`src/rtl/bp_pkg.sv`:
```
// Shared types and counter arithmetic for the branch history table controller.
// Counter encoding: 00 strong NT, 01 weak NT, 10 weak T, 11 strong T.
package bp_pkg;

    typedef logic [1:0] ctr_t;

    localparam ctr_t CTR_SNT = 2'b00;
    localparam ctr_t CTR_WNT = 2'b01;
    localparam ctr_t CTR_WT  = 2'b10;
    localparam ctr_t CTR_ST  = 2'b11;

    typedef enum logic {
        INIT = 1'b0,
        RUN  = 1'b1
    } state_t;

    // Saturating step toward the resolved direction; never wraps.
    function automatic ctr_t sat_next(input ctr_t ctr, input logic taken);
        ctr_t result;
        result = ctr;
        if (taken) begin
            if (ctr != CTR_ST) begin
                result = ctr + 2'b01;
            end
        end else begin
            if (ctr != CTR_SNT) begin
                result = ctr - 2'b01;
            end
        end
        return result;
    endfunction

endpackage

```
`src/rtl/bht_controller.sv`:
```
// Branch history table of 2-bit saturating counters: post-reset init sweep,
// one lookup and one training update per cycle. Define BHT_GSHARE_EN for gshare indexing.
//
// state | meaning
// ------+-----------------------------------------------------------
// INIT  | sweep writes INIT_CTR to every entry; requests ignored
// RUN   | lookups and updates accepted; left only by reset
module bht_controller
    import bp_pkg::*;
#(
    parameter int   PC_W     = 32,
    parameter int   IDX_W    = 6,
    parameter ctr_t INIT_CTR = CTR_WNT
) (
    input  logic            clk,
    input  logic            reset,
    output logic            ready,
    input  logic            lookup_valid,
    input  logic [PC_W-1:0] lookup_pc,
    output logic            pred_valid,
    output logic            pred_taken,
    output logic [1:0]      pred_ctr,
    input  logic            upd_valid,
    input  logic [PC_W-1:0] upd_pc,
    input  logic            upd_taken
);

    localparam int ENTRIES = 2 ** IDX_W;
    localparam logic [IDX_W-1:0] LAST_IDX = IDX_W'(ENTRIES - 1);

    state_t           state;
    state_t           state_next;
    logic [IDX_W-1:0] ptr;

    ctr_t             tbl [ENTRIES];

    logic [IDX_W-1:0] lk_idx;
    logic [IDX_W-1:0] up_idx;
    logic             lk_acc;
    logic             up_acc;
    ctr_t             up_new;
    ctr_t             lk_ctr;

    // Only the word-index slice of each PC participates in indexing.
    logic unused_pc_bits;
    assign unused_pc_bits = ^{lookup_pc[PC_W-1:IDX_W+2], lookup_pc[1:0],
                              upd_pc[PC_W-1:IDX_W+2], upd_pc[1:0]};

    assign ready  = (state == RUN);
    assign lk_acc = lookup_valid && ready;
    assign up_acc = upd_valid && ready;

`ifdef BHT_GSHARE_EN
    logic [IDX_W-1:0] ghr;

    always_ff @(posedge clk or posedge reset) begin
        if (reset) begin
            ghr <= '0;
        end else if (state == INIT) begin
            ghr <= '0;
        end else if (up_acc) begin
            ghr <= {ghr[IDX_W-2:0], upd_taken};
        end
    end

    // Both paths hash with the pre-shift history.
    assign lk_idx = lookup_pc[IDX_W+1:2] ^ ghr;
    assign up_idx = upd_pc[IDX_W+1:2] ^ ghr;
`else
    assign lk_idx = lookup_pc[IDX_W+1:2];
    assign up_idx = upd_pc[IDX_W+1:2];
`endif

    always_ff @(posedge clk or posedge reset) begin
        if (reset) begin
            state <= INIT;
            ptr   <= '0;
        end else begin
            state <= state_next;
            if (state == INIT) begin
                ptr <= ptr + 1'b1;
            end
        end
    end

    always_comb begin
        state_next = state;
        case (state)
            INIT: begin
                if (ptr == LAST_IDX) begin
                    state_next = RUN;
                end
            end
            RUN: begin
                state_next = RUN;
            end
            default: begin
                state_next = INIT;
            end
        endcase
    end

    // Table contents are undefined until the sweep completes, so no reset here.
    always_ff @(posedge clk) begin
        if (state == INIT) begin
            tbl[ptr] <= INIT_CTR;
        end else if (up_acc) begin
            tbl[up_idx] <= up_new;
        end
    end

    assign up_new = sat_next(tbl[up_idx], upd_taken);

    // Write-first bypass when lookup and update hit the same entry.
    always_comb begin
        lk_ctr = tbl[lk_idx];
        if (up_acc && (up_idx == lk_idx)) begin
            lk_ctr = up_new;
        end
    end

    always_ff @(posedge clk or posedge reset) begin
        if (reset) begin
            pred_valid <= 1'b0;
            pred_taken <= 1'b0;
            pred_ctr   <= CTR_SNT;
        end else begin
            pred_valid <= lk_acc;
            if (lk_acc) begin
                pred_ctr   <= lk_ctr;
                pred_taken <= lk_ctr[1];
            end
        end
    end

endmodule
```
`config.mk`:
```
export PLATFORM = sky130hd
export DESIGN_NAME = bht_controller
export DESIGN_NICKNAME = d
export VERILOG_FILES = /design/src/rtl/bp_pkg.sv /design/src/rtl/bht_controller.sv
export SDC_FILE = /design/constraint.sdc
export NUM_CORES = 1
export LEC_CHECK = 0
export ABC_AREA = 1
export CAP_MARGIN = 0
export CORE_MARGIN = 2
export CORE_UTILIZATION = 50
export CTS_BUF_LIST = sky130_fd_sc_hd__clkbuf_4 sky130_fd_sc_hd__clkbuf_8 sky130_fd_sc_hd__clkbuf_16
export DETAILED_ROUTE_END_ITERATION = 12
export PLACE_DENSITY = 0.78
export SYNTH_ARGS = -nofsm -noshare
export SYNTH_HDL_FRONTEND = slang
export SYNTH_SLANG_ARGS = --single-unit
```
`constraint.sdc`:
```
create_clock -name clk -period 2.8 [get_ports clk]
set_clock_uncertainty 0.1 [all_clocks]
set_input_delay 0.56 -clock clk [delete_from_list [all_inputs] [get_ports clk]]
set_output_delay 0.56 -clock clk [all_outputs]
set_load 0.005 [all_outputs]
```
# Word-level counts from Yosys, hierarchy flattened
# Memories as Yosys holds them, arrays and structs flattened.
# Cells that the tools add are included.
# word_totals
n_memories,1
ramBits,128
mem_bits_ro,0
ff_bits,11
word_cells,31
latchBits,0
# mem_list
memory,depth,word_bits,rd,rd_ports_with_merged_regs,wr,line_no,rtl
tbl,64,2,2,0,1,bht_controller.sv:35,ctr_t tbl [ENTRIES];
# op_classes
shifts,0
addsub,3
div_mod_pow,0
n_eq_ne,3
n_bitwise,1
order_cmp,0
muxes,13
n_mul,0
reduce_logical,5
# op_table
op,n
2-bit two-way mux,5
"6-bit by 1-bit adder with 6-bit output, second input constant",1
6-bit == test,1
"6-bit == test, second input constant",1
1-bit two-way mux,6
6-bit two-way mux,1
1-bit logical AND,3
"2-bit by 1-bit adder with 2-bit output, second input constant",1
"2-bit inequality test, second input constant",1
1-bit case mux with 2 select lines,1
2-bit nonzero test,1
2-bit OR reduction,1
"2-bit by 1-bit subtractor with 2-bit output, second input constant",1
1-bit NOT,1

# Depth between registers and ports, before layout
# logic_depth
depth_word,6
ltp_mapped,17
mapped_depth_nobuf,15

# Worst setup path after synthesis
# No wires, ideal clock.
# synth_timing
path_type,input to register
startpoint,in upd_pc[4]
endpoint,"mem tbl[0][1] in the netlist's numbering, data pin"
setup_time_ns,0.500
arrival_time_ns,3.055
slack_ns,-0.855
stages,13
n_path_buf,2
path_cell_list,buf_2 > inv_2 > buf_2 > nand3_1 > nand2_1 > nand2_1 > nand3_1 > nand3_1 > nand2_1 > nand2_2 > nand2_1 > nand2_1 > nor2_1
# synth_via
elab_chain_len,5
word_cells_on_any_way,9
classes_between,add/sub (2); eq/ne (1); mux (4); reduce/logical (1); memory (1)
# synth_lines
element,line_no,rtl
start: declaration,bht_controller.sv:24,"input logic [PC_W-1:0] upd_pc,"
memory 64 x 2 bit (*),n/a,
"2-bit by 1-bit subtractor with 2-bit output, or another cell as far along",bp_pkg.sv:27,result = ctr - 2'b01;
"2-bit two-way mux, on equally long branches","bp_pkg.sv:26, bp_pkg.sv:22",
2-bit two-way mux (*),bp_pkg.sv:21,if (taken) begin
2-bit two-way mux (no source line) (*),n/a,
end: declaration,bht_controller.sv:35,
# Mark *: on every way between the ends. The rest lies on a longest branch, timed or not.

# Final worst setup path
# layout_timing
startpoint,in upd_pc[3]
endpoint,"mem tbl[10][1] in the netlist's numbering, data pin"
# Same word-level chain as after synthesis.

==> results.json <==
{
  "fmax_mhz": 393,
  "fp-row-count": 44,
  "fin_util_pct": 60.2,
  "ys_seq_elements": 138,
  "clkLatencyLatePin_ns": 0.43,
  "maxCapViolations": 0,
  "crit_type": "in2reg",
  "synthCells": 886,
  "drc": 0,
  "path_depth": 15,
  "fin_nets": 1010,
  "cts_sinks": 138,
  "ys.warnings.count": 0,
  "dpl.hpwl_um": 13900,
  "fill_cells": 1198,
  "vias_per_cell": 5.96,
  "r2r-end": "tbl[60][1]",
  "tightest_slew_ns": 0.563,
  "grt_max_degree": 48,
  "slowest_delay_ns": 0.60,
  "fin_cells": 1137,
  "worstHoldPathType": "in2async",
  "path_buf_inv": 4,
  "synth.avg_cell_area_um2": 8.48,
  "power_leakage_nw": 3.50,
  "highest_layer": "met4",
  "slew_headroom_pct": 62.2,
  "run_status": "finished, final reports clean",
  "required_ns": 2.97,
  "arrival_ns": 2.71,
  "slew_violations": 0,
  "dr_wl_met2_um": 9880,
  "wl_met1_um": 8130,
  "first_pass_iters": 7,
  "grt_pass1_wl_um": 33100,
  "grtUsageTotal_pct": 26.8,
  "critPathLaunchType": "input port",
  "cp_top_family": "buffers and inverters",
  "min_period_over_period_pct": 90.9,
  "wirelength_um": 20900,
  "fin_crit_ns": 2.55,
  "diodes": 0,
  "clockBufferDepth": 2,
  "dr.first_iter.drc_count": 991,
  "place.gp.congestion": 0.941,
  "core_area_um2": 14600,
  "vias": 6771,
  "yosysSeqAreaShare_pct": 54.5,
  "cts_root_buffer": "clkbuf_16",
  "die_w_um": 127,
  "cp_common_cell": "nand2_1",
  "numCtsBuffers": 17,
  "synth.distinct_cells": 35,
  "dp_cells": 1105,
  "area_growth_pct": 16.9,
  "portBuffers": 21,
  "async_flop_share_pct": 7.25,
  "cts_setup_buffers": 0,
  "worstPathCellList": "clkdlybuf4s50_1 > inv_2 > buf_12 > nand3_1 > nand3_1 > nand2_1 > nand2_1 > nand3_1 > nand3_1 > nand2_1 > nand2_2 > nand2_1 > nand2_1 > nor2_4 > buf_12",
  "tritoncts": "done",
  "die_y_um": 127,
  "mappedNetlistArea_um2": 7510,
  "layout-drive-gt1-share_pct": 12.4,
  "crit_path_end_kind": "register",
  "reg2regPathDepth": 8,
  "overflow": 0,
  "vdd_drop_max_v": 0.000620,
  "grt_setup_unrepaired": "false",
  "rr_startpoint": "ready",
  "reg2reg_slack_ns": 0.54,
  "ctsResizeCount": 0,
  "initial_utilization_pct": 51.5,
  "power_density_nw_per_um2": 532,
  "hold_viol": 0,
  "antenna_found_initial": 0,
  "postRouteAntennaNets": 0,
  "first_global_vias": 6448,
  "io_pins": 74,
  "fin_tns_setup_ns": 0,
  "clk_pin_slew_ns": 0.06,
  "syn-num-nets": 956,
  "cts_hold_buffers": 0,
  "synth_flop_cell": "edfxtp_1",
  "cp_max_fo": 33,
  "synth_edf_count": 128,
  "setup_violations": 0,
  "wl_met3_um": 2260,
  "wl_per_cell_um": 18.4,
  "dieArea_um2": 16000,
  "cts_max_level": 4,
  "cp_slowest_cell": "clkdlybuf4s50_1"
}
stage by stage:
step | setup slack (ns) | total power [mW] | instance area, µm² | hold slack (ns)
6_report | 0.255 | 4.67 | 8790 | 0.301
5_1_grt | 0.151 | 4.81 | 8790 | 0.330
2_1_floorplan | 0.229 | 2.57 | 7530 | 0.300
4_1_cts | 0.313 | 4.66 | 8790 | 0.311
3_3_place_gp | -0.106 | 2.70 | 8270 | 0.365
3_5_place_dp | -0.101 | 2.70 | 8270 | 0.378
worst max-delay path by stage:
stage	from	to	slack, ns
after floorplan	upd_pc[2]	tbl[0][0]	0.23
after global placement	upd_pc[3]	tbl[2][1]	-0.11
after detailed placement	upd_pc[3]	tbl[11][1]	-0.10
after CTS	upd_pc[3]	tbl[42][1]	0.31
after global routing	upd_pc[3]	tbl[42][1]	0.15
final	upd_pc[3]	tbl[10][1]	0.25
cells by family after synthesis:
group | share of synthesized area, %
XOR/XNOR | 0.816
AND/OR/NAND/NOR | 34.7
AO/OA/AOI/OAI | 3.50
adder cells (fa/ha/maj) | 0.167
buffers and inverters | 6.34
flip-flops | 54.5
state kept, by name, indices dropped and copies added, names as in the netlist:
name,cells
pred_taken,1
tbl,128
ptr,6
pred_valid,1
pred_ctr,1
ready,1
placed cells by master (no fill, tap or decap), drive strengths merged, types with 4 or more instances in the layout:
cell type / synthesis / routed
clkbuf: 4 / 22
dfrtp: 10 / 10
a21oi: 7 / 7
nand2: 303 / 303
clkinv: 3 / 11
nand3: 209 / 209
buf: 50 / 70
clkdlybuf4s50: 0 / 19
inv: 30 / 30
o22ai: 9 / 9
nand4: 6 / 6
edfxtp: 128 / 128
xor2: 4 / 4
o21ai: 25 / 25
nor2: 77 / 77
nor4: 6 / 6
report_power, final:
part           switching (mW)  internal, mW  total, mW
sequential                  0          2.22       2.22
clock                   0.836          1.16       2.00
combinational           0.288         0.166      0.455
total                    1.12          3.55       4.67
routing by layer:
metal,vias up,GRT usage [%]
li1,3139,-
met1,3150,34.3
met2,418,42.9
met3,64,6.71
met4,0,13.0
met5,-,0
layout make-up:
type                    instances  area [µm²]  share of cell area [%]
clock inverters                10        53.8                   0.612
flip-flops and latches        138        4090                    46.6
multi-input cells             661        2960                    33.6
inverters                      33         129                    1.47
repair buffers                 89         861                    9.80
well taps                     184         230                    2.62
clock buffers                  22         463                    5.27
Yosys cell counts, drive strengths merged, types with 4 or more instances:
cell    number  share of area (%)
o22ai        9               0.75
nor2        77                3.9
o21ai       25                1.9
buf         50                4.4
clkbuf       4               0.20
nand3      209                 14
dfrtp       10                3.3
inv         30                1.6
nor4         6               0.50
xor2         4               0.47
edfxtp     128                 51
nand2      303                 15
a21oi        7               0.47
nand4        6               0.50
(Power assumes the default switching activity.)
